[src/rtl/btn_pkg.sv]
// Shared types for the button front end: the per-channel FSM state encoding.
package btn_pkg;

    typedef enum logic [1:0] {
        BTN_IDLE    = 2'd0,
        BTN_PRESSED = 2'd1,
        BTN_LONG    = 2'd2
    } btn_state_t;

endpackage

[src/rtl/btn_channel.sv]
// One button channel: 2-flop synchroniser, debounce counter, press/long/repeat FSM.
// Auto-repeat in LONG is built only when BTN_AUTOREPEAT_EN is defined.
module btn_channel
    import btn_pkg::*;
#(
    parameter int DEBOUNCE_CYCLES = 16,
    parameter int HOLD_CYCLES     = 1000,
    parameter int REPEAT_CYCLES   = 250
) (
    input  logic       clk,
    input  logic       rst_n,
    input  logic       btn,
    output logic       btn_level,
    output logic       btn_press,
    output logic       btn_release,
    output logic       btn_long,
    output btn_state_t dbg_state
);

    localparam int DB_W   = $clog2(DEBOUNCE_CYCLES + 1);
    localparam int HOLD_W = $clog2(HOLD_CYCLES + 1);

    if (DEBOUNCE_CYCLES < 1 || HOLD_CYCLES < 2 || REPEAT_CYCLES < 1) begin : g_bad_params
        $error("btn_channel: DEBOUNCE_CYCLES>=1, HOLD_CYCLES>=2, REPEAT_CYCLES>=1 required");
    end

    logic            r_sync1;
    logic            r_sync2;
    logic [DB_W-1:0] r_db_cnt;
    logic            r_level;
    logic            w_diff;
    logic            w_accept;
    logic            w_rise;
    logic            w_fall;

    assign w_diff   = (r_sync2 != r_level);
    // The cycle that would bring the count to DEBOUNCE_CYCLES is the accept cycle.
    assign w_accept = w_diff && (r_db_cnt == DB_W'(DEBOUNCE_CYCLES - 1));
    assign w_rise   = w_accept && !r_level;
    assign w_fall   = w_accept && r_level;

    always_ff @(posedge clk) begin
        if (!rst_n) begin
            r_sync1  <= 1'b0;
            r_sync2  <= 1'b0;
            r_db_cnt <= '0;
            r_level  <= 1'b0;
        end else begin
            r_sync1 <= btn;
            r_sync2 <= r_sync1;
            if (!w_diff) begin
                r_db_cnt <= '0;
            end else if (w_accept) begin
                r_db_cnt <= '0;
                r_level  <= ~r_level;
            end else begin
                r_db_cnt <= r_db_cnt + 1'b1;
            end
        end
    end

    btn_state_t        r_state;
    btn_state_t        w_state_nx;
    logic [HOLD_W-1:0] r_hold_cnt;
    logic [HOLD_W-1:0] w_hold_nx;
    logic              r_press;
    logic              r_release;
    logic              r_long;
    logic              w_press_nx;
    logic              w_release_nx;
    logic              w_long_nx;

`ifdef BTN_AUTOREPEAT_EN
    localparam int REP_W = $clog2(REPEAT_CYCLES + 1);
    logic [REP_W-1:0] r_rep_cnt;
    logic [REP_W-1:0] w_rep_nx;
`endif

    always_comb begin
        w_state_nx   = r_state;
        w_hold_nx    = r_hold_cnt;
        w_press_nx   = 1'b0;
        w_release_nx = 1'b0;
        w_long_nx    = 1'b0;
`ifdef BTN_AUTOREPEAT_EN
        w_rep_nx     = r_rep_cnt;
`endif
        case (r_state)
            BTN_IDLE: begin
                if (w_rise) begin
                    w_state_nx = BTN_PRESSED;
                    w_press_nx = 1'b1;
                    w_hold_nx  = '0;
                end
            end
            BTN_PRESSED: begin
                // A fall on the threshold cycle wins: release only, no long pulse.
                if (w_fall) begin
                    w_state_nx   = BTN_IDLE;
                    w_release_nx = 1'b1;
                    w_hold_nx    = '0;
`ifdef BTN_AUTOREPEAT_EN
                    w_rep_nx     = '0;
`endif
                end else if (r_hold_cnt == HOLD_W'(HOLD_CYCLES - 1)) begin
                    w_state_nx = BTN_LONG;
                    w_long_nx  = 1'b1;
                    w_hold_nx  = HOLD_W'(HOLD_CYCLES);
`ifdef BTN_AUTOREPEAT_EN
                    w_rep_nx   = '0;
`endif
                end else begin
                    w_hold_nx = r_hold_cnt + 1'b1;
                end
            end
            BTN_LONG: begin
                if (w_fall) begin
                    w_state_nx   = BTN_IDLE;
                    w_release_nx = 1'b1;
                    w_hold_nx    = '0;
`ifdef BTN_AUTOREPEAT_EN
                    w_rep_nx     = '0;
                end else if (r_rep_cnt == REP_W'(REPEAT_CYCLES - 1)) begin
                    w_rep_nx   = '0;
                    w_press_nx = 1'b1;
                end else begin
                    w_rep_nx = r_rep_cnt + 1'b1;
`endif
                end
            end
            default: begin
                w_state_nx = BTN_IDLE;
                w_hold_nx  = '0;
            end
        endcase
    end

    always_ff @(posedge clk) begin
        if (!rst_n) begin
            r_state    <= BTN_IDLE;
            r_hold_cnt <= '0;
            r_press    <= 1'b0;
            r_release  <= 1'b0;
            r_long     <= 1'b0;
`ifdef BTN_AUTOREPEAT_EN
            r_rep_cnt  <= '0;
`endif
        end else begin
            r_state    <= w_state_nx;
            r_hold_cnt <= w_hold_nx;
            r_press    <= w_press_nx;
            r_release  <= w_release_nx;
            r_long     <= w_long_nx;
`ifdef BTN_AUTOREPEAT_EN
            r_rep_cnt  <= w_rep_nx;
`endif
        end
    end

    assign btn_level   = r_level;
    assign btn_press   = r_press;
    assign btn_release = r_release;
    assign btn_long    = r_long;
    assign dbg_state   = r_state;

endmodule

[src/rtl/button_pulse_array.sv]
// N_BTN independent debounced button channels with press/release/long pulses.
// Define BTN_AUTOREPEAT_EN to get periodic press pulses while held past the long threshold.
module button_pulse_array
    import btn_pkg::*;
#(
    parameter int N_BTN           = 4,
    parameter int DEBOUNCE_CYCLES = 16,
    parameter int HOLD_CYCLES     = 1000,
    parameter int REPEAT_CYCLES   = 250
) (
    input  logic               clk,
    input  logic               rst_n,
    input  logic [N_BTN-1:0]   btn,
    output logic [N_BTN-1:0]   btn_level,
    output logic [N_BTN-1:0]   btn_press,
    output logic [N_BTN-1:0]   btn_release,
    output logic [N_BTN-1:0]   btn_long,
    output logic [2*N_BTN-1:0] dbg_state
);

    for (genvar i = 0; i < N_BTN; i++) begin : g_ch
        btn_state_t w_state;

        btn_channel #(
            .DEBOUNCE_CYCLES (DEBOUNCE_CYCLES),
            .HOLD_CYCLES     (HOLD_CYCLES),
            .REPEAT_CYCLES   (REPEAT_CYCLES)
        ) u_ch (
            .clk         (clk),
            .rst_n       (rst_n),
            .btn         (btn[i]),
            .btn_level   (btn_level[i]),
            .btn_press   (btn_press[i]),
            .btn_release (btn_release[i]),
            .btn_long    (btn_long[i]),
            .dbg_state   (w_state)
        );

        assign dbg_state[2*i +: 2] = w_state;
    end

endmodule

[config.mk]
export PLATFORM = sky130hd
export DESIGN_NAME = button_pulse_array
export DESIGN_NICKNAME = d
export VERILOG_FILES = /design/src/rtl/btn_pkg.sv /design/src/rtl/btn_channel.sv /design/src/rtl/button_pulse_array.sv
export SDC_FILE = /design/constraint.sdc
export NUM_CORES = 1
export LEC_CHECK = 0
export BUFFER_PORTS_ARGS = -buffer_cell sky130_fd_sc_hd__buf_2
export CAP_MARGIN = 20
export CORE_MARGIN = 5
export CORE_UTILIZATION = 47
export DETAILED_ROUTE_END_ITERATION = 7
export PLACE_DENSITY_LB_ADDON = 0.12
export RECOVER_POWER = 100
export SLEW_MARGIN = 40
export SYNTH_ARGS = -nofsm -noshare
export SYNTH_HDL_FRONTEND = slang
export SYNTH_SLANG_ARGS = --single-unit
[constraint.sdc]
create_clock -name clk -period 3.21 [get_ports clk]
set_input_delay 0.4815 -clock clk [delete_from_list [all_inputs] [get_ports clk]]
set_output_delay 0.4815 -clock clk [all_outputs]
set_load 0.005 [all_outputs]
After elaboration in Yosys (flattened, before gate mapping)
Index checks and enable logic that the tools add are counted.
{ "totals": {"ff_bits": 92, "wordCells": 193, "out_inout_bits": 24, "in_bits": 6} }
{ "op_classes": {"eq_ne": 32, "n_mux": 52, "bitwise": 13, "n_reduce_logical": 52, "n_addsub": 8} }
{ "ops": {"columns": ["op", "n"], "rows": [
  ["$mux 10", 16],
  ["$pmux 10 s3", 4],
  ["$add 10x1->10 const B", 4],
  ["$eq 10x10->1 const B", 4],
  ["$mux 2", 16],
  ["$reduce_and 2->1", 16],
  ["$pmux 2 s3", 4],
  ["$reduce_or 3->1", 8],
  ["$add 5x1->5 const B", 4],
  ["$eq 5x4->1 const B", 4],
  ["$ne 2x1->1 const B", 8],
  ["$not 1->1", 13],
  ["$logic_and 1x1->1", 12],
  ["$mux 1", 12],
  ["$ne 3x1->1 const B", 4],
  ["$reduce_and 3->1", 4],
  ["$eq 2x1->1 const B", 4],
  ["$eq 2x2->1 const B", 4],
  ["$logic_not 2->1", 4],
  ["$reduce_or 2->1", 4],
  ["$logic_not 1->1", 4],
  ["$ne 1x1->1", 4]
]} }

Longest topological paths before layout
{ "logic_depth": {"ltp_word": 5, "depth_mapped": 8, "depth_no_buf": 7} }

Cells and area by module
From an unflattened synthesis, not the netlist that was laid out.
{ "unflattened": {"cells_unflattened": 529, "area_unflattened_um2": 4672.0} }
{ "by_module_without_submodules": {"columns": ["module", "cells_each", "area_each_um2", "seq_area_each_um2", "n_inst"], "rows": [
  ["btn_channel at g_ch[0].u_ch ...", 132, 1168.6, 460.4, 3],
  ["btn_channel at g_ch[3].u_ch", 133, 1166.1, 460.4, 1]
]} }

Least setup slack after synthesis
OpenSTA, ideal clock, no wires.
{ "synth_timing": {"path_type": "register to register", "startpoint": "reg g_ch[0].u_ch.r_db_cnt[0]", "endpoint": "reg g_ch[0].u_ch.r_hold_cnt[6]", "synth_period_minus_slack_ns": 2.098, "stages_incl_launch_ff": 8, "t_arrival_ns": 2.023, "n_path_buf": 0, "setup_slack_ns": 1.112, "required_time_ns": 3.136, "cell_sequence": "dfxtp_1 ha_1 and3_1 ha_1 nor2b_1 o32ai_2 or3b_1 a31oi_1"} }
{ "synth_via": {"elab_chain_cells": 5, "elab_cells_between_ends": 9, "classes_between": "eq/ne: 3; mux: 2; reduce/logical: 4"} }
{ "synth_rtl": {"columns": ["item", "line_no", "rtl"], "rows": [
  ["start: declaration", "btn_channel.sv:29", "logic [DB_W-1:0] r_db_cnt;"],
  ["start signal: assignment", "btn_channel.sv:57", "r_db_cnt <= r_db_cnt + 1'b1;"],
  ["$eq 5x4->1 *", "btn_channel.sv:38", "assign w_accept = w_diff && (r_db_cnt == DB_W'(DEBOUNCE_CYCLES - 1));"],
  ["$logic_and 1x1->1 *", "btn_channel.sv:38", null],
  ["$logic_and 1x1->1, on equally long branches", "btn_channel.sv:40, btn_channel.sv:39", null],
  ["$mux 10 / $ne 2x1->1 (equally long branches)", null, null],
  ["$pmux 10 s3 / $reduce_and 2->1 (equally long branches)", null, null],
  ["end signal: assignment", "btn_channel.sv:150", "r_hold_cnt <= w_hold_nx;"],
  ["end: declaration", "btn_channel.sv:64", "logic [HOLD_W-1:0] r_hold_cnt;"]
]} }
Mark *: on every way between the ends. The rest lies on a longest branch, timed or not.
A chain may end at the register's enable or synchronous reset.

Worst setup path after layout
{ "layout_timing": {"startpoint": "reg g_ch[3].u_ch.r_db_cnt[0]", "endpoint": "reg g_ch[3].u_ch.r_hold_cnt[2]"} }
{ "layout_via": {"elab_chain_cells": 5, "elab_cells_between_ends": 9, "classes_between": "eq/ne: 3; mux: 2; reduce/logical: 4"} }
{ "layout_rtl": {"columns": ["item", "line_no"], "rows": [
  ["start: declaration", "btn_channel.sv:29"],
  ["start signal: assignment", "btn_channel.sv:57"],
  ["$eq 5x4->1 *", "btn_channel.sv:38"],
  ["$logic_and 1x1->1 *", "btn_channel.sv:38"],
  ["$logic_and 1x1->1, on equally long branches", "btn_channel.sv:40, btn_channel.sv:39"],
  ["$mux 10 / $ne 2x1->1 (equally long branches)", null],
  ["$pmux 10 s3 / $reduce_and 2->1 (equally long branches)", null],
  ["end signal: assignment", "btn_channel.sv:150"],
  ["end: declaration", "btn_channel.sv:64"]
]} }
Marked as above.

==> results.toml <==
[run_status]
status = "finished, final reports clean"

[synthesis]
synth_area_leader_cell = "dfxtp_1"
syn-cell-area_sq_mm = 0.00461
ys_top_cells_by_area = "dfxtp_1, ha_1, nand2_1"
synth_edf_count = 0
ys_seq_area_frac = 0.400
syn_inst = 533
synth_cell_types = 66
synth_flop_cell = "dfxtp_1"
synth_seq_cells = 92
syn-num-nets = 563
yosys_warnings = 0
syn_area_per_cell_sq_um = 8.64
synth-async-reset-ratio = 0
synth.top_cell.area_share = 0.400

[floorplan]
io_pins = 30
die_x_um = 109
row_count = 36
start_util = 0.476
die_y_um = 109
die_area_sq_mm = 0.0119
coreArea_sq_mm = 0.00968

[timing]
slew-limit-headroom = 0.392
worst_pin_slew_ns = 0.910
hold_viol = 0
report.final.slew_viol_count = 0
finClkSkew_ns = 0.00955
whs_ns = 0.327
final.min_clock_period_ns = 2.45
setup_viol = 0
setup_tns_ns = 0
rsz0062_at_grt = "false"
post-route-period-util = 0.763
max_freq_mhz = 408

[finish]
fillCellCount = 912
syn2layout_area_growth_pct = 7.09
num-nets-final = 574
seq_area_sq_mm = 0.00184
antenna_cells = 0
final_layout_size_suffix_gt1_frac = 0.0801
multi_input_area_sq_mm = 0.00246

[pwr]
powerDensity_mw_per_mm2 = 427
cellLeakagePower_nw = 1.72
ir_worst_vdd_uv = 243

[placed_design]
place_hpwl_um = 6380
portBuffers = 29
gp_congestion = 0.845

[cts]
cts_buffers = 9
clock_latency_ns = 0.36
cts_tree = "yes"
ctsLongestPathBuffers = 2
post_cts_buffers = 0
cts.sinks = 92
cts.clk_slew.worst_paths_ns = 0.09
root_buffer = "clkbuf_8"
htreeDepth = 3
postCtsHoldBufs = 0
cts_resized = 0

[drt]
wl_per_cell_um = 13.5
drc = 0
ant_nets = 0
first_pass_iters = 5
totalWireLength_um = 9180
num_vias = 3733
vias_per_cell = 5.47
drtIter0Drc = 97

[worst_setup_path]
cp.required_ns = 3.50
crit_arrival_ns = 2.74
startpoint_type = "register"
end_kind = "register"
ff2ff_setup_slack_ns = 0.76
cp_max_fo = 13
worstSetupPathType = "register to register"

[grt]
antenna_found_initial = 0
grt_pass1_wl_um = 15900
gr-total-overflow = 0
grt_pass1_vias = 3561
grt_max_degree = 59
grtUsageTotal = 0.165

[hold_path]
min_path_type = "primary input to register"

[job]
cap_viol_max_count = 0
[cells in the mapped netlist (all sizes together) (10+ instances only)]
cell / n
o21ai: 12
o22ai: 16
and2: 14
nand3: 28
nand4: 10
dfxtp: 92
clkbuf: 13
nand2: 60
nor3: 12
a31oi: 10
nor2: 37
ha: 24
a21oi: 24
buf: 22
o21a: 10
inv: 23
[where the power goes]
| part | total, W | leakage [nW] | internal (W) | switching, W |
|---|---|---|---|---|
| Clock | 0.000828 | 0.110 | 0.000425 | 0.000403 |
| Combinational | 0.000119 | 0.869 | 0.0000405 | 0.0000786 |
| Sequential | 0.00116 | 0.743 | 0.00115 | 0.00000853 |
[kinds of logic (layout without fill, tap and decap cells)]
| group | after synthesis | count (layout) | synth area share |
|---|---|---|---|
| and+or+nand+nor | 226 | 226 | 0.262 |
| xor gates and xnor gates | 13 | 13 | 0.0247 |
| AOI/OAI and AO/OA | 116 | 116 | 0.177 |
| buffers and inverters | 58 | 74 | 0.0625 |
| DFF | 92 | 92 | 0.400 |
| muxes | 4 | 4 | 0.00869 |
| adders and majority gates | 24 | 24 | 0.0652 |
[layout make-up]
| cell class | instances | area share |
|---|---|---|
| clock buffer | 13 | 0.0342 |
| tap | 133 | 0.0337 |
| clock inverter | 3 | 0.00888 |
| multi-input combinational | 383 | 0.499 |
| timing repair buffer | 35 | 0.0335 |
| sequential | 92 | 0.373 |
| inverter | 23 | 0.0175 |
[metal layers]
layer | vias to the layer above | wire length (um) | GRT usage | share of wire
li1 | 1930 | - | - | -
met1 | 1755 | 4550 | 0.216 | 0.50
met2 | 40 | 4240 | 0.270 | 0.46
met3 | 8 | 257 | 0.0290 | 0.028
met4 | 0 | 134 | 0.0676 | 0.015
met5 | - | 0 | 0 | 0
[state kept, by name, indices dropped and copies added, names as in the netlist]
name,count
g_ch.u_ch.btn_release,4
g_ch.u_ch.btn_press,4
g_ch.u_ch.r_hold_cnt,40
g_ch.u_ch.dbg_state,8
g_ch.u_ch.btn_level,4
g_ch.u_ch.r_db_cnt,20
g_ch.u_ch.btn_long,4
g_ch.u_ch.r_sync2,4
g_ch.u_ch.r_sync1,4
[per-stage QoR]
step                      cells  instance area, sq um  worst slack, ns  total power [W]   util
after floorplan             533                  4610             1.11          0.00127      -
after global placement      666                  4760            0.959          0.00131  0.492
after detailed placement    666                  4760            0.871          0.00131  0.492
after CTS                   682                  4970            0.856          0.00213  0.514
after global routing        682                  4930            0.558          0.00220  0.509
final                       682                  4930            0.759          0.00211  0.509
[final timing paths]
path                                  from                    endpoint  cells after the start
setup / recovery  g_ch[3].u_ch.r_db_cnt[0]  g_ch[3].u_ch.r_hold_cnt[2]                      7
hold / removal                      btn[3]        g_ch[3].u_ch.r_sync1                      2
setup reg to reg  g_ch[3].u_ch.r_db_cnt[0]  g_ch[3].u_ch.r_hold_cnt[2]                      7
hold reg to reg       g_ch[0].u_ch.r_sync1        g_ch[0].u_ch.r_sync2                      1
[cells in the final DEF (no fill, tap or decap), drive strengths merged, types with 4 or more instances in the layout]
master and count:
xor2 4, and4 4, nor4 4, nand4b 4
a21boi 5, clkbuf 29, dfxtp 92, nand3 28
nor3 12, a21oi 24, buf 19, inv 23
mux2i 4, nand2b 5, nand4 10, or3 8
nand3b 7, a211oi 5, nor2 37, o21a 10
and2 14, nand2 60, o22ai 16, o21ai 12
xnor2 9, nor2b 7, o211ai 5, ha 24
a31oi 10, and3 9
[critical path, cell delays in order, from the launching register on]
cell	delay, ns
dfxtp_1	0.33
ha_1	0.22
and3_1	0.19
ha_1	0.24
nand3b_1	0.13
and2_0	0.50
or4b_2	0.62
a21oi_1	0.16
Note: power is estimated with default switching activity, not from simulation.
